==> src/rtl/mem_pkg.sv <==
// rtl/mem_pkg.sv - shared widths, FSM state type and request layout for the memory request controller
//
// Purpose : single home for the default bus widths, the controller state enum
//           and the packed request record carried through the request buffer.
// Contents: ADDR_W, DATA_W, FIFO_DEPTH defaults; state_t {IDLE, ACCESS, RECOVER};
//           mem_req_t {write, addr, wdata}.

package mem_pkg;

   localparam int ADDR_W     = 5;
   localparam int DATA_W     = 8;
   localparam int FIFO_DEPTH = 4;

   typedef enum logic [1:0] {
      IDLE    = 2'd0,
      ACCESS  = 2'd1,
      RECOVER = 2'd2
   } state_t;

   typedef struct packed {
      logic              write;
      logic [ADDR_W-1:0] addr;
      logic [DATA_W-1:0] wdata;
   } mem_req_t;

endpackage

==> src/rtl/mem_req_fifo.sv <==
// rtl/mem_req_fifo.sv - request buffer, power-of-two depth, extra-bit pointers
//
// Purpose : holds accepted requests until the controller FSM issues them.
// Ports   : clk, rst (async, active-high)
//           push, push_data : write one entry (ignored when full)
//           pop,  pop_data  : remove head entry (ignored when empty); pop_data
//                             always shows the current head
//           full, empty     : occupancy flags

module mem_req_fifo #(
   parameter int WIDTH = 14,
   parameter int DEPTH = 4
) (
   input  logic             clk,
   input  logic             rst,
   input  logic             push,
   input  logic [WIDTH-1:0] push_data,
   input  logic             pop,
   output logic [WIDTH-1:0] pop_data,
   output logic             full,
   output logic             empty
);

   localparam int PTR_W = $clog2(DEPTH);

   logic [WIDTH-1:0] store [DEPTH];
   logic [PTR_W:0]   wr_ptr;
   logic [PTR_W:0]   rd_ptr;
   logic             do_push;
   logic             do_pop;

   // The top pointer bit flips on every lap, so equal low bits with differing
   // top bits means the writer is a full lap ahead.
   assign empty    = (wr_ptr == rd_ptr);
   assign full     = (wr_ptr[PTR_W] != rd_ptr[PTR_W]) &&
                     (wr_ptr[PTR_W-1:0] == rd_ptr[PTR_W-1:0]);
   assign do_push  = push && !full;
   assign do_pop   = pop && !empty;
   assign pop_data = store[rd_ptr[PTR_W-1:0]];

   always_ff @(posedge clk or posedge rst) begin
      if (rst) begin
         wr_ptr <= '0;
         rd_ptr <= '0;
      end else begin
         if (do_push) wr_ptr <= wr_ptr + 1'b1;
         if (do_pop)  rd_ptr <= rd_ptr + 1'b1;
      end
   end

   // Payload storage needs no reset: only entries between the pointers are read.
   always_ff @(posedge clk) begin
      if (do_push) store[wr_ptr[PTR_W-1:0]] <= push_data;
   end

endmodule

==> src/rtl/mem_req_ctrl.sv <==
// rtl/mem_req_ctrl.sv - buffered single-port memory request controller
//
// Purpose : accepts read/write requests into a small buffer and issues them to a
//           synchronous memory one at a time (ACCESS strobe cycle followed by a
//           RECOVER cycle), returning read data in acceptance order.
// Ports   : clk, rst (async, active-high)
//           req_valid/req_ready, req_write, req_addr, req_wdata : request in
//           rsp_valid, rsp_addr, rsp_data                      : read response out
//           mem_read, mem_write, mem_addr, mem_data_in         : memory drive
//           mem_data_out                                       : memory read data (1-cycle latency)
//           busy                                               : work buffered or in flight

module mem_req_ctrl #(
   parameter int ADDR_W     = mem_pkg::ADDR_W,
   parameter int DATA_W     = mem_pkg::DATA_W,
   parameter int FIFO_DEPTH = mem_pkg::FIFO_DEPTH
) (
   input  logic              clk,
   input  logic              rst,
   input  logic              req_valid,
   output logic              req_ready,
   input  logic              req_write,
   input  logic [ADDR_W-1:0] req_addr,
   input  logic [DATA_W-1:0] req_wdata,
   output logic              rsp_valid,
   output logic [ADDR_W-1:0] rsp_addr,
   output logic [DATA_W-1:0] rsp_data,
   output logic              mem_read,
   output logic              mem_write,
   output logic [ADDR_W-1:0] mem_addr,
   output logic [DATA_W-1:0] mem_data_in,
   input  logic [DATA_W-1:0] mem_data_out,
   output logic              busy
);

   mem_pkg::state_t   state;
   mem_pkg::state_t   state_nx;
   mem_pkg::mem_req_t push_req;
   mem_pkg::mem_req_t head_req;

   logic              fifo_full;
   logic              fifo_empty;
   logic              fifo_push;
   logic              fifo_pop;

   logic              cur_read;
   logic              cur_read_nx;
   logic              mem_read_nx;
   logic              mem_write_nx;
   logic [ADDR_W-1:0] mem_addr_nx;
   logic [DATA_W-1:0] mem_data_in_nx;
   logic              rsp_valid_nx;
   logic [ADDR_W-1:0] rsp_addr_nx;
   logic [DATA_W-1:0] rsp_data_nx;

   // Ready depends only on occupancy, so a pop on the same edge never frees room
   // for a push into a full buffer.
   assign req_ready = !fifo_full;
   assign fifo_push = req_valid && req_ready;
   assign busy      = !fifo_empty || (state != mem_pkg::IDLE);

   always_comb begin
      push_req       = '0;
      push_req.write = req_write;
      push_req.addr  = req_addr;
      push_req.wdata = req_wdata;
   end

   mem_req_fifo #(
      .WIDTH ($bits(mem_pkg::mem_req_t)),
      .DEPTH (FIFO_DEPTH)
   ) u_fifo (
      .clk       (clk),
      .rst       (rst),
      .push      (fifo_push),
      .push_data (push_req),
      .pop       (fifo_pop),
      .pop_data  (head_req),
      .full      (fifo_full),
      .empty     (fifo_empty)
   );

   always_ff @(posedge clk or posedge rst) begin
      if (rst) begin
         state       <= mem_pkg::IDLE;
         cur_read    <= 1'b0;
         mem_read    <= 1'b0;
         mem_write   <= 1'b0;
         mem_addr    <= '0;
         mem_data_in <= '0;
         rsp_valid   <= 1'b0;
         rsp_addr    <= '0;
         rsp_data    <= '0;
      end else begin
         state       <= state_nx;
         cur_read    <= cur_read_nx;
         mem_read    <= mem_read_nx;
         mem_write   <= mem_write_nx;
         mem_addr    <= mem_addr_nx;
         mem_data_in <= mem_data_in_nx;
         rsp_valid   <= rsp_valid_nx;
         rsp_addr    <= rsp_addr_nx;
         rsp_data    <= rsp_data_nx;
      end
   end

   always_comb begin
      state_nx       = state;
      cur_read_nx    = cur_read;
      mem_read_nx    = 1'b0;
      mem_write_nx   = 1'b0;
      mem_addr_nx    = mem_addr;
      mem_data_in_nx = mem_data_in;
      rsp_valid_nx   = 1'b0;
      rsp_addr_nx    = rsp_addr;
      rsp_data_nx    = rsp_data;
      fifo_pop       = 1'b0;

      case (state)
         mem_pkg::IDLE, mem_pkg::RECOVER: begin
            // mem_addr still holds the address of the access just finished, and
            // the memory presents its read data during this RECOVER cycle.
            if ((state == mem_pkg::RECOVER) && cur_read) begin
               rsp_valid_nx = 1'b1;
               rsp_addr_nx  = mem_addr;
               rsp_data_nx  = mem_data_out;
            end
            if (!fifo_empty) begin
               fifo_pop       = 1'b1;
               mem_addr_nx    = head_req.addr;
               mem_data_in_nx = head_req.wdata;
               mem_write_nx   = head_req.write;
               mem_read_nx    = !head_req.write;
               cur_read_nx    = !head_req.write;
               state_nx       = mem_pkg::ACCESS;
            end else begin
               state_nx = mem_pkg::IDLE;
            end
         end
         mem_pkg::ACCESS: begin
            // Strobes default low here, so the strobe lasts exactly one cycle.
            state_nx = mem_pkg::RECOVER;
         end
         default: begin
            state_nx = mem_pkg::IDLE;
         end
      endcase
   end

endmodule

==> config.mk <==
export PLATFORM = sky130hd
export DESIGN_NAME = mem_req_ctrl
export DESIGN_NICKNAME = d
export VERILOG_FILES = /design/src/rtl/mem_pkg.sv /design/src/rtl/mem_req_fifo.sv /design/src/rtl/mem_req_ctrl.sv
export SDC_FILE = /design/constraint.sdc
export NUM_CORES = 1
export LEC_CHECK = 0
export BUFFER_PORTS_ARGS = -buffer_cell sky130_fd_sc_hd__buf_4
export CAP_MARGIN = 20
export CORE_MARGIN = 5
export CORE_UTILIZATION = 50
export CTS_CLUSTER_DIAMETER = 120
export CTS_CLUSTER_SIZE = 24
export DETAILED_ROUTE_END_ITERATION = 10
export GPL_TIMING_DRIVEN = 0
export HOLD_SLACK_MARGIN = 0.12
export PLACE_DENSITY_LB_ADDON = 0.2
export SKIP_LAST_GASP = 1
export SYNTH_ARGS = -nofsm -noshare
export SYNTH_HDL_FRONTEND = slang
export SYNTH_SLANG_ARGS = --single-unit
==> constraint.sdc <==
create_clock -name clk -period 4.47 [get_ports clk]
set_clock_uncertainty 0.2 [all_clocks]
set_input_delay 0.447 -clock clk [delete_from_list [all_inputs] [get_ports clk]]
set_output_delay 0.447 -clock clk [all_outputs]
set_load 0.02 [all_outputs]
==> impl_results.md <==
- Final Cell Area: 0.004633 mm^2
- Mean number of vias per cell: 5.033
- CP peak stage delay: 690 ps
- Initial Util: 0.5102
- Dpl hpwl: 4167 um
- Post-synth EDFFs: 56
- Crit path max-delay cell type: and2_1
- Setup CP Type: flop to flop
- Core outline area: 0.007176 mm^2
- GP Congestion: 0.7211
- Worst Setup End Kind: flop
- Status: complete, no violations
- Critical Path Start Type: flop
- Most frequent cells in the layout: edfxtp_1 (56), buf_4 (55), dfrtp_1 (38)
- Final min period: 2434 ps
- Total number of vias: around 1.9k
- Worst reg2reg startpoint: u_fifo.rd_ptr[1]$_DFFE_PP0P_
- DIE AREA: 0.009134 mm^2
- Cells resized by post-CTS repair: 0
- Setup violations, final: 0
- Sum of negative setup slack: 0 ps
- Final Max Tran Viols: 0
- Rel. slew slack: 0.4650
- Worst R2R Setup Slack: approximately 2000 ps
- Layout cell share with drive strength beyond 1: 0.4370
- H-tree Lvls: 3
- Number of I/O pins: 56
- Top cell type's share of synthesized area: 0.4593
- CP Data Required Time: 4240 ps
- End of the critical path: u_fifo.store[1][12]$_DFFE_PP_
- Post-Route WL: around 6400 um
- CTS Root Cell: clkbuf_8
- Die width: about 96 um
- Distinct cells, synth: 26
- DRC: 0
- Max Cap Violations: 0
- CP arrival: approximately 2200 ps
- Period utilization: 0.5445
- PwrDens: 732.2 mW/mm^2
- Synthesized area per cell: slightly above 20 um^2
- Family with the most delay on the worst path: simple AND/OR/NAND/NOR gates
- RSZ-0062 raised after global routing: false
- Post-CTS setup buffers: 0
- Routed WL per cell: 17.27 um
- Worst ir drop on vdd: 0.2527 mV
- Pre-CTS WS: 2004 ps
- Worst slew pin tran: 801.3 ps
- Post-layout util: 0.6457
- Syn Nets: 208
- All-Layer GR Usage: 0.1501
- Post-route antenna net violation count: 0
- Clock sink count: 94
- Pin count of the biggest net entering global routing: 39
- # rows: 31
- Layout area overhead: 26.55%
- Final-report hold violation count: 0
- Hold Crit Class: input port to flop
- Fmax: 0.4109 GHz
- Commonest non-fill, non-tap cell in the layout: edfxtp_1
- Initial detailed-routing violation count: 100
- Register area share after synthesis: 0.7191
- NumNets Final: a little under 300
- Clk pin slew, worst setup/hold paths: 90 ps
- CP cell instances: buf_6 > xnor2_2 > a31oi_1 > and2_1
- Fin Hold WS: about 140 ps
- Antenna violations before repair: 0
- Die Ht: 95.57 um
- Critical Path Start: u_fifo.rd_ptr[1]$_DFFE_PP0P_
- Top_reg_cell synth: edfxtp_1
- Crit path buffers/inverters: 1
- Wire length of the first global-routing pass: 9998 um
- Critical Path Stages: 4
- CTS tree: done
- Clk_lat worst skew: approximately 340 ps
- Worst setup margin: 2036 ps
- Port Buffers: 55
- Hold-fix buffers, CTS: 17
- Synth Warn #: 0
- Yosys top cell by area: edfxtp_1
- Vias in the first global route: 1963
- CP max FO: 14
- CTS Buf Count: 9
- Asr flop ratio synth: 0.4043
- Synth area leaders: edfxtp_1 (46%), dfrtp_1 (26%), mux2_2 (7.1%)
- Leakage: 1.859 nW
- Yosys reg bits: 94
- Grt ovf: 0
- ANT cells: 0
- Mapped cell area: 0.003661 mm^2
- Mapped Cells: 178
- DRT Pass-1 Iters: 4
- Depth of the worst register-to-register path: 4
- Post-DP Area: 0.004219 mm^2
- CTS max path bufs: 2
- R2R Path End: u_fifo.store[1][12]$_DFFE_PP_
[logic make-up (layout without fill, tap and decap cells)]
| kind of cell | Yosys count | after routing | synth area share |
|---|---|---|---|
| buffers and inverters | 13 | 105 | 0.02426 |
| multiplexers | 43 | 43 | 0.1852 |
| AO/OA/AOI/OAI | 4 | 4 | 0.01162 |
| AND/OR/NAND/NOR | 11 | 11 | 0.01743 |
| adder cells (fa/ha/maj) | 5 | 5 | 0.01709 |
| XOR/XNOR | 8 | 8 | 0.02529 |
| flip-flops | 94 | 94 | 0.7191 |
[sequential cells by signal, indices dropped and copies added (netlist names)]
signal and flops:
u_fifo.store 56, mem_data_in 8, rsp_data 8, mem_addr 5, rsp_addr 5, u_fifo.rd_ptr 3
u_fifo.wr_ptr 3, state 2, cur_read 1, mem_read 1, mem_write 1, rsp_valid 1
[synth_stat cells, types with 2 or more instances]
master,count
mux4_1,5
buf_6,3
edfxtp_1,56
xnor2_2,3
mux4_2,9
mux2_2,23
inv_1,7
nor2b_1,2
mux2_4,5
and2_1,4
xor2_1,4
dfrtp_1,38
ha_1,5
a31oi_1,2
[worst reg2reg max path, stage by stage, from the launching register on]
cell     delay (ps)
dfrtp_1         410
buf_6           150
xnor2_2         200
a31oi_1         420
and2_1          690
[layer usage]
metal | track usage | routed length (um) | vias to the layer above
li1 | - | - | 855
met4 | 0.06043 | 61 | 0
met1 | 0.1882 | 2766 | 942
met5 | 0 | 0 | -
met2 | 0.2513 | 3136 | 53
met3 | 0.03552 | 409 | 7
[how the worst min path moves through the flow]
stage                             startpoint                      end  slack [ps]  depth (start not counted)
after global placement    state[1]$_DFF_PP0_       state[1]$_DFF_PP0_         250                          1
after floorplan           state[1]$_DFF_PP0_       state[1]$_DFF_PP0_         230                          1
final                        mem_data_out[7]  rsp_data[7]$_DFFE_PP0P_         140                          2
after global routing         mem_data_out[0]  rsp_data[0]$_DFFE_PP0P_         130                          2
after CTS                    mem_data_out[1]  rsp_data[1]$_DFFE_PP0P_         120                          2
after detailed placement  state[1]$_DFF_PP0_       state[1]$_DFF_PP0_         250                          1
[final cells by class]
cell class,instances,area [um^2]
Sequential cell,94,2633
Fill cell,518,2542
Multi-Input combinational cell,71,945.9
Timing Repair Buffer,76,628.1
Clock buffer,11,131.4
Tap cell,99,123.9
Clock inverter,5,82.58
Buffer,6,62.56
Inverter,7,26.28
[power by group]
group | switching, mW | total (mW) | internal [mW]
registers | 0.145 | 1.38 | 1.23
logic | 0.687 | 1.41 | 0.723
clock network | 0.285 | 0.604 | 0.318
total | 1.12 | 3.39 | 2.28
[per-stage QoR]
| step | power (mW) | cells |
|---|---|---|
| 2_1_floorplan | 2.349 | 178 |
| 3_3_place_gp | 2.770 | 332 |
| 3_5_place_dp | 2.826 | 333 |
| 4_1_cts | 3.439 | 366 |
| 5_1_grt | 3.593 | 369 |
| 6_report | 3.393 | 369 |
No activity file was read; power rests on OpenSTA's default activity.
